[config.mk]
export PLATFORM = sky130hd
export DESIGN_NAME = btn_conditioner
export DESIGN_NICKNAME = d
export VERILOG_FILES = /design/src/rtl/btn_conditioner.sv
export SDC_FILE = /design/constraint.sdc
export NUM_CORES = 1
export LEC_CHECK = 0
export BUFFER_PORTS_ARGS = -buffer_cell sky130_fd_sc_hd__buf_2
export CORE_ASPECT_RATIO = 0.9
export CORE_UTILIZATION = 58
export DETAILED_ROUTE_END_ITERATION = 10
export GPL_TIMING_DRIVEN = 0
export PLACE_DENSITY = 0.79
export SETUP_SLACK_MARGIN = 0.05
export SYNTH_ARGS = -nofsm -noshare
export SYNTH_HDL_FRONTEND = slang
export SYNTH_SLANG_ARGS = --single-unit
export TNS_END_PERCENT = 1
[constraint.sdc]
create_clock -name clk -period 2.41 [get_ports clk]
set_input_delay 0.482 -clock clk [delete_from_list [all_inputs] [get_ports clk]]
set_output_delay 0.482 -clock clk [all_outputs]
set_load 0.02 [all_outputs]
[src/rtl/btn_conditioner.sv]
// Push-button conditioner: synchronises and debounces raw buttons on a millisecond tick,
// then reports single-button presses and rejects chords until every button is released.
module btn_conditioner #(
    parameter int N_BTN       = 4,
    parameter int SYNC_STAGES = 2,
    parameter int DEBOUNCE_MS = 20,
    parameter int CNT_W       = 8
) (
    input  logic             clk,
    input  logic             rst,
    input  logic [15:0]      ticks_per_milli,
    input  logic [N_BTN-1:0] btn_raw,
    output logic [N_BTN-1:0] btn_level,
    output logic [N_BTN-1:0] btn_press,
    output logic             chord,
    output logic             ms_tick,
    output logic             state_dbg_o
);

    localparam logic [CNT_W-1:0] DB_LAST = CNT_W'(DEBOUNCE_MS - 1);

    typedef enum logic {
        IDLE         = 1'b0,
        WAIT_RELEASE = 1'b1
    } state_t;

    logic [SYNC_STAGES-1:0][N_BTN-1:0] sync_q;
    logic [N_BTN-1:0]                  btn_sync;
    logic [15:0]                       tick_cnt_q;
    logic                              ms_tick_q;
    logic [N_BTN-1:0][CNT_W-1:0]       cnt_q;
    logic [N_BTN-1:0][CNT_W-1:0]       cnt_d;
    logic [N_BTN-1:0]                  level_q;
    logic [N_BTN-1:0]                  level_d;
    logic [N_BTN-1:0]                  press_q;
    logic                              chord_q;
    state_t                            state_q;

    always_ff @(posedge clk) begin
        if (rst) begin
            sync_q <= '0;
        end else begin
            sync_q <= {sync_q[SYNC_STAGES-2:0], btn_raw};
        end
    end

    assign btn_sync = sync_q[SYNC_STAGES-1];

    // The >= compare lets the counter recover at once when the period is shortened mid-count.
    always_ff @(posedge clk) begin
        if (rst) begin
            tick_cnt_q <= '0;
            ms_tick_q  <= 1'b0;
        end else if (tick_cnt_q >= ticks_per_milli) begin
            tick_cnt_q <= '0;
            ms_tick_q  <= 1'b1;
        end else begin
            tick_cnt_q <= tick_cnt_q + 16'd1;
            ms_tick_q  <= 1'b0;
        end
    end

    always_comb begin
        cnt_d   = cnt_q;
        level_d = level_q;
        for (int i = 0; i < N_BTN; i++) begin
            if (btn_sync[i] == level_q[i]) begin
                cnt_d[i] = '0;
            end else if (ms_tick_q) begin
                if (cnt_q[i] == DB_LAST) begin
                    level_d[i] = btn_sync[i];
                    cnt_d[i]   = '0;
                end else begin
                    cnt_d[i] = cnt_q[i] + CNT_W'(1);
                end
            end
        end
    end

    always_ff @(posedge clk) begin
        if (rst) begin
            cnt_q   <= '0;
            level_q <= '0;
        end else begin
            cnt_q   <= cnt_d;
            level_q <= level_d;
        end
    end

    // A press is reported only from IDLE; anything that happens while buttons are held is ignored.
    always_ff @(posedge clk) begin
        if (rst) begin
            state_q <= IDLE;
            press_q <= '0;
            chord_q <= 1'b0;
        end else begin
            press_q <= '0;
            chord_q <= 1'b0;
            case (state_q)
                IDLE: begin
                    if (level_q != '0) begin
                        if ((level_q & (level_q - N_BTN'(1))) == '0) begin
                            press_q <= level_q;
                        end else begin
                            chord_q <= 1'b1;
                        end
                        state_q <= WAIT_RELEASE;
                    end
                end
                WAIT_RELEASE: begin
                    if (level_q == '0) begin
                        state_q <= IDLE;
                    end
                end
                default: state_q <= IDLE;
            endcase
        end
    end

    assign btn_level   = level_q;
    assign btn_press   = press_q;
    assign chord       = chord_q;
    assign ms_tick     = ms_tick_q;
    assign state_dbg_o = (state_q == WAIT_RELEASE);

endmodule

-- After elaboration in Yosys (flattened, before gate mapping)
Cells that the tools add are included.
- $add $sub $neg: 6
- reductions and logical operators: 14
- mux-type cells: 9
- order comparisons: 1
- bitwise logic cells: 8
- equal/unequal tests: 8
- operators with widths (kind ; count):
    adder 8 x 1 -> 8 bit (second input constant) ; 4
    == test 8 x 5 -> 1 bit (second input constant) ; 4
    two-way mux 8 bit ; 4
    adder 16 x 1 -> 16 bit (second input constant) ; 1
    >= comparator 16 bit ; 1
    AND reduction 3 bit ; 4
    OR reduction 2 bit ; 5
    zero test 4 bit ; 2
    inverter 1 bit ; 7
    bitwise AND 4 bit ; 1
    == test 1 bit ; 4
    two-way mux 1 bit ; 4
    nonzero test 4 bit ; 1
    OR reduction 4 bit ; 1
    subtractor 4 x 1 -> 4 bit (second input constant) ; 1
    OR reduction 3 bit ; 1
    case mux 1 bit (2 select lines) ; 1
- output and inout port bits: 11
- register bits: 67
- word-level logic and storage cells: 61
- input bits: 22

-- Longest topological paths before layout
- depth after elaboration: 5
- mapped depth: 7
- depth with buffers taken out: 6

-- Worst setup path after synthesis
OpenSTA, ideal clock, no wires.
- kind: input -> register
- start point: input ticks_per_milli[13]
- end point: register tick_cnt_q[10]
- stages: 7
- data arrival time: 2.024 ns
- setup slack: 0.327 ns
- buffers on the path: 1
- required time: 2.350 ns
- cells stage by stage: inv_1 > ha_1 > a21o_1 > a21o_1 > a222oi_1 > buf_4 > and3_1
- cells in the longest elaborated chain, start to end: 2
- ends and longest elaborated chain (item ; line ; RTL):
    start: declaration ; 11 ; input logic [15:0] ticks_per_milli,
    >= comparator 16 bit ; 54 ; end else if (tick_cnt_q >= ticks_per_milli) begin
    OR reduction 2 bit (no source line) ; - ;
    end signal: assignment ; 58 ; tick_cnt_q <= tick_cnt_q + 16'd1;
    end: declaration ; 29 ; logic [15:0] tick_cnt_q;
No other way between the ends.
A chain may end at the register's enable or synchronous reset.

-- Worst setup path in the final report
- start point: register tick_cnt_q[11]
- end point: register tick_cnt_q[6]
- cells in the longest elaborated chain, start to end: 2
- ends and longest elaborated chain (item ; line):
    >= comparator 16 bit ; 54
    OR reduction 2 bit (no source line) ; -
No other way between the ends.

==> flow_summary.ini <==
[clocking]
htreeDepth = 3
cts_sinks = 67
clk_pin_slew_ps = 60
numCtsBuffers = 9
cts_tree = built
root_buffer = clkbuf_8
clockBufferDepth = 2
clkLatencyLatePin_ps = 330

[grt]
grt.met2_usage_pct = 37.13
antenna_found_initial = 0
grt_start_max_net_pins = 11
use_met3_pct = 5.786
met1_usage_pct = 31.33
grtUsageTotal_pct = 24.16
grt-busiest-layer = met2
overflow = 0
first_global_vias = 2403
grt_pass1_wl_mm = 10.58

[timing]
fin_setup_tns_ps = 0
fmax_mhz = 467.2
setup_viol = 0
final_max_slew_viol_count = 0
hold_violations = 0
fin_crit_ps = 2140
rsz0062_at_grt = false
slew_headroom_pct = 64.15
tightest_slew_ps = 537.8
fin_crit_sh_pct = 88.81
fin_skew_ps = 2.140

[setup_path]
critPathKind = reg -> reg
worstPathCellList = ha_1, a21oi_1, o21ai_0, a211oi_2, clkbuf_1, and3_1
path_delay_family = compound AO/OA/AOI/OAI gates
crit_slowest_cell = a211oi_2
crit_required_ps = 2690
cp_max_fo = 10
cp-start-kind = flip-flop
crit_path_max_incr_delay_ps = 510
arrival_ps = 2420
critPathBufInv = 1
cp-end-kind = flip-flop

[synth]
synth_edf_count = 0
yosysWarnings = 0
async_reset_ff_share_pct = 0
synthFlopType = dfxtp_1
yosys_register_bits = 67
yosysSeqAreaShare_pct = 42.54
mappedNetlistNets = 396
syn_inst = 353
avgSynthCellArea_um2 = 8.932
syn_area_um2 = 3153
yosysUniqueCellTypes = 37

[route]
first_pass_iters = 4
wl_per_cell_um = 13.09
drt-total-wl_mm = 6.139
num_vias = 2528
routed_via_density = 5.390
drt-initial-drc-count = 108
drc = 0
ant_nets = 0

[die]
num_io_pins = 33
die_w_um = 79.72
start_util_pct = 60.00
die_y_um = 71.95
core_um2 = 5255
fp.dieArea_um2 = 5735
rows = 25

[run_status]
status = finished, final reports clean

[hold_path]
hp-class = in -> reg

[cells_and_area]
syn2layout_area_growth_pct = 14.68
diodes = 0
fin_nets = 440
fin_util_pct = 68.81
drive_gt1_share_pct = 13.93

[power_and_ir_drop]
p_per_area_nw_per_um2 = 595.4
vdd_drop_max_mv = 0.4692
p_leak_nw = 1.537

[placed_design]
dpl.hpwl_mm = 4.386
routabilityCongestion = 0.8084
io_buffers = 32

[job]
drv_cap = 0
## path summary, 6_finish.rpt
kind / startpoint / end / slack [ps] / cells past startpoint
setup reg to reg: tick_cnt_q[11] / tick_cnt_q[6] / 270 / 6
setup / recovery: tick_cnt_q[11] / tick_cnt_q[6] / 270 / 6
hold reg to reg: sync_q[2] / btn_sync[2] / 440 / 1
hold / removal: btn_raw[0] / sync_q[0] / 350 / 2
## cells by family (layout without fill, tap and decap cells)
group / Yosys count / in the layout / share of synthesized area [%]
XOR/XNOR: 44 / 44 / 12.22
multiplexers: 8 / 8 / 2.540
adder cells (fa/ha/maj): 22 / 22 / 8.651
buffers and inverters: 32 / 81 / 3.968
flip-flops: 67 / 67 / 42.54
AND/OR/NAND/NOR: 156 / 156 / 25.44
AO/OA/AOI/OAI: 24 / 24 / 4.643
## timing repair
item / 4_1_cts / 5_1_grt
setup buffers: 0 / 1
gates resized for setup: 0 / 1
setup endpoints to repair: 0 / 11
hold buffers: 0 / 0
## through the flow
stage                     power, W  area (um^2)  hold slack (ps)  setup slack [ps]  cells
after floorplan           0.001194         3153            413.8             326.5    353
after global placement    0.001223         3397            419.8            -87.50    452
after detailed placement  0.001227         3397            425.1            -145.7    452
after CTS                 0.002177         3603            332.0             92.22    468
after global routing      0.002234         3616            377.8             99.96    469
final                     0.002153         3616            351.0             269.6    469
## layout by cell type (no fill, tap or decap), types with 2 or more instances in the layout
cell	n
a21oi_1	9
nand2b_1	2
and3_1	12
or4_4	2
xnor2_1	22
buf_4	2
buf_2	33
nor4_1	6
o21ai_0	7
or3_1	2
a21o_1	2
nor3_1	13
inv_1	21
nor2_1	47
and3_2	2
clkbuf_8	12
nor2b_1	8
or4b_1	2
ha_1	21
and2_1	4
nand2_1	20
or2_2	2
mux2i_1	8
nand3_1	14
or4_1	3
clkbuf_1	12
xor2_1	22
dfxtp_1	67
nand4_1	14
## cells in the mapped netlist, drive strengths merged, types with 2 or more instances
master	instances	area (um^2)
and3	14	90.08
a21o	2	15.01
or3	2	12.51
or4b	2	20.02
or2	2	12.51
buf	2	12.51
xnor2	22	192.7
dfxtp	67	1341
a21oi	9	45.04
nor4	6	37.54
nor3	13	65.06
nor2	47	176.4
nor2b	8	50.05
ha	21	262.8
o21ai	7	35.03
nand3	14	70.07
and2	4	25.02
or4	5	45.04
nand2b	2	12.51
inv	21	78.83
xor2	22	192.7
nand4	14	87.58
clkbuf	9	33.78
mux2i	8	80.08
nand2	21	81.33
a211oi	2	15.01
## registers in the layout (all words and copies together), names as in the netlist
name / count
btn_level: 4
btn_press: 4
btn_sync: 4
chord: 1
cnt_q: 32
ms_tick: 1
state_dbg_o: 1
sync_q: 4
tick_cnt_q: 16
## layout make-up
type                    count  area, um^2
well taps                  67       83.83
clock inverters             1       30.03
inverters                  21       78.83
fillers                   424        1639
plain buffers              11       46.29
clock buffers              15       176.4
repair buffers             33       167.7
flip-flops and latches     67        1341
multi-input cells         254        1692
## per-layer routing
layer / vias up / wire length, um
li1: 1291 / -
met1: 1173 / 2887
met2: 57 / 2874
met3: 7 / 288
met4: 0 / 88
met5: - / 0
## power by group
part | internal (W) | switching (W)
clock network | 0.000564 | 0.000386
registers | 0.00112 | 0.00000731
logic | 0.0000360 | 0.0000416
total | 0.00172 | 0.000435
Power figures use the tool's default switching activity.
